===== config.mk =====
export PLATFORM = sky130hd
export DESIGN_NAME = multi_fifo_buf
export DESIGN_NICKNAME = d
export VERILOG_FILES = /design/src/rtl/multi_pkg.sv /design/src/rtl/multi_fifo_ctrl.sv /design/src/rtl/multi_fifo_buf.sv
export SDC_FILE = /design/constraint.sdc
export NUM_CORES = 1
export LEC_CHECK = 0
export CAP_MARGIN = 20
export CORE_MARGIN = 2
export CORE_UTILIZATION = 40
export CTS_BUF_LIST = sky130_fd_sc_hd__clkbuf_4 sky130_fd_sc_hd__clkbuf_8 sky130_fd_sc_hd__clkbuf_16
export DETAILED_ROUTE_END_ITERATION = 8
export PLACE_DENSITY = 0.74
export RECOVER_POWER = 25
export SYNTH_ARGS = -nofsm -noshare
export SYNTH_HDL_FRONTEND = slang
export SYNTH_SLANG_ARGS = --single-unit

===== constraint.sdc =====
create_clock -name CLK -period 3.1 [get_ports CLK]
set_input_delay 0.62 -clock CLK [delete_from_list [all_inputs] [get_ports CLK]]
set_output_delay 0.62 -clock CLK [all_outputs]
set_load 0.005 [all_outputs]

===== src/rtl/multi_pkg.sv =====
// Shared definitions for the multi-library token-port blocks: handshake constants,
// the data-width clamp for token-only instances, and a modulo pointer increment.
`ifndef MULTI_DATA_W
`define MULTI_DATA_W(w) (((w) == 0) ? 1 : (w))
`endif

package multi_pkg;

    // Token-port triple: a value, its VALID flag and its CONSUMED strobe.
    localparam logic TOK_TAKE = 1'b1;
    localparam logic TOK_HOLD = 1'b0;

    // Increment a ring pointer, wrapping at depth (depth need not be a power of two here).
    function automatic logic [31:0] ptr_inc(input logic [31:0] ptr, input int unsigned depth);
        return ((ptr + 32'd1) == depth) ? 32'd0 : (ptr + 32'd1);
    endfunction

endpackage


===== src/rtl/multi_fifo_ctrl.sv =====
// FIFO bookkeeping: head/tail pointers, occupancy and token accept decisions.
// MULTI_FIFO_PIPE_EN lets a full FIFO accept an enqueue when a dequeue happens the same cycle.
module multi_fifo_ctrl
    import multi_pkg::*;
#(
    parameter int unsigned depth = 4,
    parameter int unsigned logd  = 2
) (
    input  logic            CLK,
    input  logic            RST_N,
    input  logic            enc_in,
    input  logic            en_enq,
    input  logic            en_deq_valid,
    input  logic            en_deq,
    output logic            enc_ok,
    output logic            dec_ok,
    output logic            do_enq,
    output logic            do_deq,
    output logic [logd-1:0] head_next,
    output logic [logd-1:0] tail,
    output logic [logd:0]   cnt
);

    localparam logic [logd:0] CNT_FULL = (logd + 1)'(depth);

    logic [logd-1:0] head_reg, tail_reg, tail_next;
    logic [logd:0]   cnt_reg, cnt_next;
    logic            full, empty;

    assign full  = (cnt_reg == CNT_FULL);
    assign empty = (cnt_reg == '0);

    assign dec_ok = en_deq_valid && (!en_deq || !empty);
    assign do_deq = dec_ok && en_deq;

`ifdef MULTI_FIFO_PIPE_EN
    // The slot freed by a same-cycle dequeue is reused immediately.
    assign enc_ok = enc_in && (!en_enq || !full || do_deq);
`else
    assign enc_ok = enc_in && (!en_enq || !full);
`endif
    assign do_enq = enc_ok && en_enq;

    always_comb begin
        head_next = head_reg;
        tail_next = tail_reg;
        cnt_next  = cnt_reg;
        if (do_deq) begin
            head_next = logd'(ptr_inc(32'(head_reg), depth));
        end
        if (do_enq) begin
            tail_next = logd'(ptr_inc(32'(tail_reg), depth));
        end
        case ({do_enq, do_deq})
            2'b10:   cnt_next = cnt_reg + 1'b1;
            2'b01:   cnt_next = cnt_reg - 1'b1;
            default: cnt_next = cnt_reg;
        endcase
    end

    always_ff @(posedge CLK) begin
        if (!RST_N) begin
            head_reg <= '0;
            tail_reg <= '0;
            cnt_reg  <= '0;
        end else begin
            head_reg <= head_next;
            tail_reg <= tail_next;
            cnt_reg  <= cnt_next;
        end
    end

    assign tail = tail_reg;
    assign cnt  = cnt_reg;

endmodule


===== src/rtl/multi_fifo_buf.sv =====
// Bounded FIFO with VALID/CONSUMED token ports; head entry is presented as a readable port.
// Define MULTI_FIFO_PIPE_EN for pipeline behaviour (enqueue into a full FIFO alongside a dequeue).
module multi_fifo_buf
    import multi_pkg::*;
#(
    parameter int unsigned width = 8,
    parameter int unsigned depth = 4,
    parameter int unsigned logd  = 2
) (
    input  logic                            CLK,
    input  logic                            RST_N,
    input  logic [`MULTI_DATA_W(width)-1:0] IN_ENQ,
    input  logic                            IN_ENQ_VALID,
    output logic                            IN_ENQ_CONSUMED,
    input  logic                            IN_EN_ENQ,
    input  logic                            IN_EN_ENQ_VALID,
    output logic                            IN_EN_ENQ_CONSUMED,
    input  logic                            IN_EN_DEQ,
    input  logic                            IN_EN_DEQ_VALID,
    output logic                            IN_EN_DEQ_CONSUMED,
    output logic [`MULTI_DATA_W(width)-1:0] OUT_FIRST,
    output logic                            OUT_FIRST_VALID,
    input  logic                            OUT_FIRST_CONSUMED,
    output logic [logd:0]                   OUT_COUNT
);

    localparam int unsigned DW = `MULTI_DATA_W(width);

    logic            enq_valid_eff;
    logic            enc_in, enc_ok, dec_ok, do_enq, do_deq;
    logic [logd-1:0] head_next, tail;
    logic [logd:0]   cnt;
    logic            unused_first_consumed;

    assign unused_first_consumed = OUT_FIRST_CONSUMED;

    assign enc_in = enq_valid_eff && IN_EN_ENQ_VALID;

    multi_fifo_ctrl #(
        .depth (depth),
        .logd  (logd)
    ) u_ctrl (
        .CLK          (CLK),
        .RST_N        (RST_N),
        .enc_in       (enc_in),
        .en_enq       (IN_EN_ENQ),
        .en_deq_valid (IN_EN_DEQ_VALID),
        .en_deq       (IN_EN_DEQ),
        .enc_ok       (enc_ok),
        .dec_ok       (dec_ok),
        .do_enq       (do_enq),
        .do_deq       (do_deq),
        .head_next    (head_next),
        .tail         (tail),
        .cnt          (cnt)
    );

    generate
        if (width == 0) begin : g_token
            logic unused_token_side;
            assign enq_valid_eff     = TOK_TAKE;
            assign unused_token_side = ^{IN_ENQ, IN_ENQ_VALID, head_next, tail, do_deq};
            assign OUT_FIRST         = '0;
        end else begin : g_data
            logic [DW-1:0] mem [depth];
            logic [DW-1:0] first_reg;

            assign enq_valid_eff = IN_ENQ_VALID;

            // Registered read of the next head; a write landing on that slot is forwarded.
            always_ff @(posedge CLK) begin
                if (do_enq) begin
                    mem[tail] <= IN_ENQ;
                end
                first_reg <= (do_enq && (tail == head_next)) ? IN_ENQ : mem[head_next];
            end

            assign OUT_FIRST = first_reg;
        end
    endgenerate

    assign IN_ENQ_CONSUMED    = enc_ok;
    assign IN_EN_ENQ_CONSUMED = enc_ok;
    assign IN_EN_DEQ_CONSUMED = dec_ok;
    assign OUT_FIRST_VALID    = (cnt != '0);
    assign OUT_COUNT          = cnt;

endmodule


; After elaboration in Yosys (flattened, before gate mapping)
; Memories as Yosys holds them, arrays and structs flattened. A register that Yosys moved wholly into a read port is not among the register bits.
; Index checks and enable logic that the tools add are counted.
[op_classes]
addsub = 4
n_eq_ne = 5
muxes = 6
n_reduce_logical = 14
[ops]
columns = cell, n
row1 = $eq A3 B3 Y1 const B, 3
row2 = $add A2 B1 Y3 const B, 2
row3 = $mux W2, 3
row4 = $pmux W3 S2, 1
row5 = $logic_and A1 B1 Y1, 5
row6 = $logic_not A1 Y1, 4
row7 = $add A3 B1 Y3 const B, 1
row8 = $logic_not A3 Y1, 1
row9 = $reduce_bool A3 Y1, 1
row10 = $sub A3 B1 Y3 const B, 1
row11 = $eq A2 B1 Y1 const B, 1
row12 = $eq A2 B2 Y1 const B, 1
row13 = $logic_or A1 B1 Y1, 2
row14 = $mux W1, 2
row15 = $reduce_bool A2 Y1, 1
[word_totals]
ff_bits = 7
mem_bits_rw = 32
word_cells = 33
n_memories = 1
[memory_table]
columns = name, words, word_bits, read_ports, rd_ports_with_merged_regs, wr, line
row1 = g_data.mem, 4, 8, 1, 1, 1, multi_fifo_buf.sv:65  ; logic [DW-1:0] mem [depth];

; Logic depth before layout (Yosys ltp)
; Gate-level depths: netlist (run 1).
[logic_depth]
ltp_word = 7
ltp_mapped = 9
ltp_nobuf = 9

; By module
; A second synthesis (run 1) with hierarchy kept.
[unflattened]
cells_unflattened = 95
hier_area_um2 = 1669.1
[by_module_without_submodules]
columns = mod, instances, cells_each, area_each_um2, seq_area_each_um2
row1 = multi_fifo_buf, 1, 51, 1248.7, 1001.0
row2 = multi_fifo_ctrl, 1, 44, 420.4, 140.1

; Worst setup path before layout (run 1)
; Ideal clock, no wire load.
[synth_path]
path_kind = input-to-reg
startpoint = input IN_ENQ_VALID
endpoint = register u_ctrl.cnt_reg[2], in the netlist u_ctrl.cnt[2]
setup_ns = 0.076
arrival_ns = 1.990
t_required_ns = 3.024
slack_ns = 1.035
cell_stages = 9
n_path_buf = 0
path_cell_list = nand3_1 -> a21oi_2 -> inv_1 -> ha_1 -> inv_1 -> fa_1 -> xor2_1 -> or3_1 -> a21boi_0
[synth_via]
elab_chain_len = 5
[synth_lines]
columns = item, line
row1 = start: declaration, multi_fifo_buf.sv:13  ; input logic IN_ENQ_VALID,
row2 = $logic_and A1 B1 Y1 *, multi_fifo_buf.sv:37  ; assign enc_in = enq_valid_eff && IN_EN_ENQ_VALID;
row3 = $logic_and A1 B1 Y1 *, multi_fifo_ctrl.sv:40  ; assign enc_ok = enc_in && (!en_enq || !full);
row4 = $logic_and A1 B1 Y1 *, multi_fifo_ctrl.sv:42  ; assign do_enq = enc_ok && en_enq;
row5 = $eq A2 B1 Y1 or $eq A2 B2 Y1 (tied branches), multi_fifo_ctrl.sv:54  ; case ({do_enq, do_deq})
row6 = $pmux W3 S2 or $reduce_bool A2 Y1 (tied branches), n/a
row7 = end signal: assignment, multi_fifo_ctrl.sv:69  ; cnt_reg <= cnt_next;
row8 = end: declaration, multi_fifo_ctrl.sv:27  ; logic [logd:0] cnt_reg, cnt_next;
; Every way passes the cells marked *; elsewhere a longest branch is shown, timed or not.
; A chain may end at the register's enable or synchronous reset.

==> flow_summary_export.csv, run 1 <==
group,metric,value,unit
run_status,status,"finished clean",
power,p_int,0.8716,mW
cts,post_cts_resized,0,
layout,final_nets,156,
power,leakagePower,0.7288,nW
layout,largest_reg_flops,32,
sta,finalHoldViolCount,0,
power,comb_power_share,8.7,%
logic_synthesis,synthCells,100,
logic_synthesis,netlist-cell-type-count,25,
placed_design,dp_cells,176,
route,antenna_left,0,
route,drc_errors,0,
route,wl_per_cell,15.26,µm
critical_path,cp_max_fo,8,
route,vias_per_cell,5.060,
layout,final_cells,184,
layout,multiInputGateArea,511.7,µm²
critical_path,crit-reg2reg-launch,"u_ctrl.cnt[0]",
layout,fill_cells,324,
cts,path_clk_slew,0.08,ns
route,drt-total-wl,2807,µm
global_route,grt_antenna_before_repair,0,
floorplan,die_h,69.18,µm
placed_design,globalplace.congestion,0.6915,
placed_design,portBuffers,29,
logic_synthesis,syn-num-nets,123,
power,power_switching,0.2291,mW
layout,layout-drive-gt1-share,15.67,%
sta,fin_crit,2.641,ns
logic_synthesis,syn_area,1699,µm²
sta,fin_crit_sh,85.20,%
logic_synthesis,synth_compound_area_share,3.903,%
critical_path,r2r_slack,0.91,ns
layout,layout.cells.most_common_list,"edfxtp_1, clkdlybuf4s50_1, dfxtp_1",
layout,seq_area,1141,µm²
sta,rsz0062_at_grt,"false",
global_route,grt_pass1_vias,968,
critical_path,crit_type,"reg -> out",
critical_path,crit_path_end_kind,"primary output",
floorplan,dieArea,4785,µm²
cts,clk_latency,0.30,ns
global_route,gr-total-overflow,0,
floorplan,die_w,69.18,µm
route,drt_iter0_drc,74,
sta,drv_slew,0,
logic_synthesis,synth_top_family_by_area,"multiplexers",
placed_design,dp.final_hpwl,1951,µm
logic_synthesis,synth_fa_ha_area_share,5.596,%
power,pwr-share-clk,35.6,%
cts,clkSinkCount,41,
logic_synthesis,async_flop_share,0,%
route,drt_first_pass_iters,2,
layout,final_common_cell,"edfxtp_1",
logic_synthesis,yosys.area_share.simple,6.038,%
cts,clk_path_buf_depth,2,
power,vdd.ir_drop.worst,256.1,µV
floorplan,num_io_pins,31,
critical_path,crit_path_start_kind,"flop",
sta,skew,0.008601,ns
logic_synthesis,synth.mux.area_fraction,13.55,%
logic_synthesis,ys_seq_elements,41,
cts,tritoncts,"done",
cts,cts_hold_buffers,0,
power,p_sw_share,20.82,%
logic_synthesis,seq_area_frac_synth,67.16,%
logic_synthesis,synth-edff-count,32,
layout,area_growth,26.22,%
global_route,grt_pass1_wl,4692,µm
logic_synthesis,synth_warnings,0,
power,total_power,1.101,mW
logic_synthesis,synth_flop_cell,"edfxtp_1",
floorplan,core-area,4058,µm²
route,vias,931,
layout,diodes,0,
sta,finalSetupViolCount,0,
sta,clock.fmax,378.6,MHz
power,power_density,513.3,nW/µm²
critical_path,cp.required,2.48,ns
hold_path,hold_start,"u_ctrl.tail[1]",
power,seq_power_share,55.7,%
hold_path,holdCritPathClass,"reg -> reg",
sta,worst_slew_pin_slew,0.5426,ns
global_route,gr-usage-all-layers,13.26,%
floorplan,num_rows,23,
logic_synthesis,synth_xor_area_share,1.031,%
cts,numCtsBuffers,5,
logic_synthesis,syn_area_per_cell,16.99,µm²
critical_path,arrival,2.02,ns
flow_run,max_cap_viol_count,0,
cts,clockRootBuffer,"clkbuf_8",
sta,slew_headroom,63.78,%
sta,fin_setup_tns,0,ns
cts,htreeDepth,2,
floorplan,start_util,41.87,%
cts,post-cts-setup-buffers,0,
global_route,grt_max_degree,15,
-- final timing paths --
path              depth (start not counted)        endpoint
setup / recovery                          2    OUT_FIRST[6]
hold / removal                            2  u_ctrl.tail[1]
setup reg to reg                          9   u_ctrl.cnt[2]
hold reg to reg                           2  u_ctrl.tail[1]
-- stage by stage --
stage	cell area, µm²	setup WS [ns]	hold WS (ns)	util [%]
3_5_place_dp	2036	0.3422	0.4937	50.17
6_report	2145	0.4589	0.5047	52.85
2_1_floorplan	1699	1.035	0.4677	-
3_3_place_gp	2036	0.4588	0.4754	50.17
4_1_cts	2145	0.4031	0.5135	52.85
5_1_grt	2145	0.3127	0.5393	52.85
-- power groups by stage --
stage          combinational, mW  sequential, mW  clock, mW
6_report                  0.0963           0.613      0.392
5_1_grt                    0.105           0.615      0.423
4_1_cts                   0.0996           0.613      0.400
3_5_place_dp              0.0988           0.626          0
3_3_place_gp              0.0942           0.625          0
2_1_floorplan             0.0468           0.619          0
-- layout make-up --
cell class	instances	area share (%)
Clock buffer	6	4.376
Multi-Input combinational cell	48	23.86
Timing Repair Buffer	29	13.54
Inverter	8	1.400
Tap cell	50	2.917
Sequential cell	41	53.21
Clock inverter	2	0.7001
-- worst max-delay path, cell delays in order, from the launching register on --
cell and delay (ns):
dfxtp_1 0.67, mux4_2 0.59, clkdlybuf4s50_1 0.47
-- logic make-up after synthesis --
family / Yosys count
AOI/OAI and AO/OA: 7
xor gates and xnor gates: 2
adders and majority gates: 7
buffers and inverters: 11
DFF: 41
muxes: 12
and+or+nand+nor: 20
-- cells in the mapped netlist, types with 2 or more instances --
| library cell | instances | area, µm² |
|---|---|---|
| dfxtp_1 | 9 | 180.2 |
| o21ai_0 | 2 | 10.01 |
| inv_1 | 8 | 30.03 |
| ha_1 | 6 | 75.07 |
| mux4_2 | 8 | 180.2 |
| mux2i_1 | 2 | 20.02 |
| nor2_1 | 3 | 11.26 |
| mux2_4 | 2 | 30.03 |
| edfxtp_1 | 32 | 960.9 |
| nand2_1 | 6 | 22.52 |
| and2_1 | 8 | 50.05 |
-- per-layer routing --
metal / track usage (%) / wire length [µm]
met3: 5.959 / 194
met5: 0 / 0
met1: 13.84 / 1086
met2: 23.18 / 1496
met4: 5.229 / 30
Note: power is estimated with default switching activity, not from simulation.
==> run 2, diff against run 1 <==
Settings changed: ABC_AREA set to 0, PLACE_DENSITY 0.74 to 0.76.
Clock period 3.1 ns to 2.3 ns, I/O delays scaled along.
==> flow_summary_export.csv, run 2 (synthesis gave the netlist of run 1 again) <==
group,metric,value,unit
cts,clockRootBuffer,"clkbuf_8",
power,vdd.ir_drop.worst,213.0,µV
global_route,grt_pass1_vias,1013,
floorplan,num_io_pins,31,
critical_path,crit_path_end_kind,"primary output",
placed_design,dp.final_hpwl,2098,µm
sta,drv_slew,0,
route,wl_per_cell,14.70,µm
cts,tritoncts,"done",
power,comb_power_share,9.8,%
sta,rsz0062_at_grt,"false",
sta,fin_crit_sh,96.14,%
sta,setup_ws,0.08868,ns
sta,finalHoldViolCount,0,
floorplan,core-area,4058,µm²
layout,largest_reg_flops,32,
critical_path,cp.required,1.84,ns
sta,clock.fmax,452.2,MHz
global_route,grt_antenna_before_repair,0,
critical_path,reg2reg_depth,9,
critical_path,slowest_stage,"mux4_2",
route,vias,939,
critical_path,crit-reg2reg-launch,"u_ctrl.cnt[0]",
floorplan,die_h,69.18,µm
power,power_density,663.2,nW/µm²
cts,path_clk_slew,0.07,ns
route,drc_errors,0,
route,antenna_left,0,
placed_design,portBuffers,29,
route,drt_iter0_drc,62,
critical_path,crit_type,"reg -> out",
route,drt-total-wl,2793,µm
layout,layout.cells.most_common_list,"edfxtp_1, clkdlybuf4s50_1, inv_1, mux4_2, and2_1",
floorplan,start_util,41.87,%
power,seq_power_share,56.4,%
cts,clk_latency,0.29,ns
power,p_int,1.171,mW
placed_design,place_ws,-0.1632,ns
global_route,grt_max_degree,13,
layout,diodes,0,
global_route,grt_pass1_wl,4609,µm
cts,clkSinkCount,41,
hold_path,holdCritPathClass,"reg -> reg",
route,vias_per_cell,4.942,
power,power_switching,0.2844,mW
power,leakagePower,0.7730,nW
placed_design,globalplace.congestion,0.6655,
critical_path,cp_max_fo,8,
sta,skew,0.007688,ns
cts,htreeDepth,2,
hold_path,min_path_cells,1,
global_route,gr-usage-all-layers,12.90,%
layout,final_nets,162,
cts,clk_path_buf_depth,2,
floorplan,num_rows,23,
critical_path,cpPeakStageDelay,0.52,ns
layout,post-route-util,54.09,%
sta,slew_headroom,72.13,%
layout,final_common_cell,"edfxtp_1",
layout,area_growth,29.16,%
floorplan,dieArea,4785,µm²
power,p_sw_share,19.54,%
critical_path,arrival,1.75,ns
sta,worst_slew_pin_slew,0.4180,ns
layout,layout-drive-gt1-share,21.43,%
floorplan,die_w,69.18,µm
power,pwr-share-clk,33.8,%
flow_run,max_cap_viol_count,0,
cts,numCtsBuffers,5,
critical_path,crit_path_start_kind,"flop",
critical_path,path_cells,"buf_6 > mux4_2 > clkdlybuf4s50_1",
sta,whs,0.5104,ns
route,drt_first_pass_iters,3,
sta,finalSetupViolCount,0,
global_route,gr-total-overflow,0,
run_status,status,"finished clean",
sta,fin_crit,2.211,ns
hold_path,hold_start,"u_ctrl.head_reg[1]",
-- run 2: changes by cell type in the layout (fill, tap and decap cells not counted), moves of 2 or more --
| cell | before | now |
|---|---|---|
| clkbuf_8 | 5 | 7 |
| buf_4 | 0 | 5 |
| dfxtp_1 | 9 | 6 |
| dfxtp_2 | 0 | 2 |
-- run 2: metrics by stage --
step / cell area [µm²] / setup TNS [ns] / power [mW] / std cells
floorplan: 1699 / 0 / 0.8973 / 100
global placement: 2081 / -0.1123 / 0.9761 / 182
detailed placement: 2081 / -0.1632 / 0.9829 / 182
CTS: 2182 / 0 / 1.478 / 190
global route: 2195 / 0 / 1.515 / 190
finish: 2195 / 0 / 1.455 / 190
-- run 2: power groups by stage --
stage	clock, mW	sequential (mW)	combinational [mW]
detailed placement	0	0.837	0.146
global placement	0	0.835	0.141
finish	0.492	0.821	0.143
floorplan	0	0.834	0.0630
CTS	0.512	0.820	0.147
global route	0.537	0.822	0.156
-- run 2: worst max-delay path: cells and delay by family (launching register included) --
| family | cells | cell delay [ns] |
|---|---|---|
| buf+inv | 2 | 0.63 |
| mux | 1 | 0.52 |
| flops | 1 | 0.32 |
-- run 2: final timing paths --
path / slack (ns) / end
max reg2reg: 0.30 / u_ctrl.cnt[2]
min: 0.51 / flop
max: 0.09 / OUT_FIRST[3]
min reg2reg: 0.51 / flop
-- run 2: layer usage --
| layer | GRT usage [%] | vias to the layer above | routed length (µm) |
|---|---|---|---|
| li1 | - | 445 | - |
| met1 | 13.04 | 457 | 1082 |
| met2 | 24.04 | 31 | 1523 |
| met3 | 4.797 | 6 | 144 |
| met4 | 4.575 | 0 | 42 |
| met5 | 0 | - | 0 |
-- run 2: cell type report --
| class | instances | area [µm²] |
|---|---|---|
| fillers | 337 | 1863 |
| flip-flops and latches | 41 | 1147 |
| multi-input cells | 48 | 511.7 |
| repair buffers | 35 | 341.6 |
| clock buffers | 7 | 96.34 |
| well taps | 50 | 62.56 |
| inverters | 8 | 30.03 |
| clock inverters | 1 | 5.005 |
-- run 2: timing repair --
item	in CTS	in global routing
endpoints found under the setup margin	0	3
setup buffers	0	0
hold buffers	0	0
resized for setup	0	6
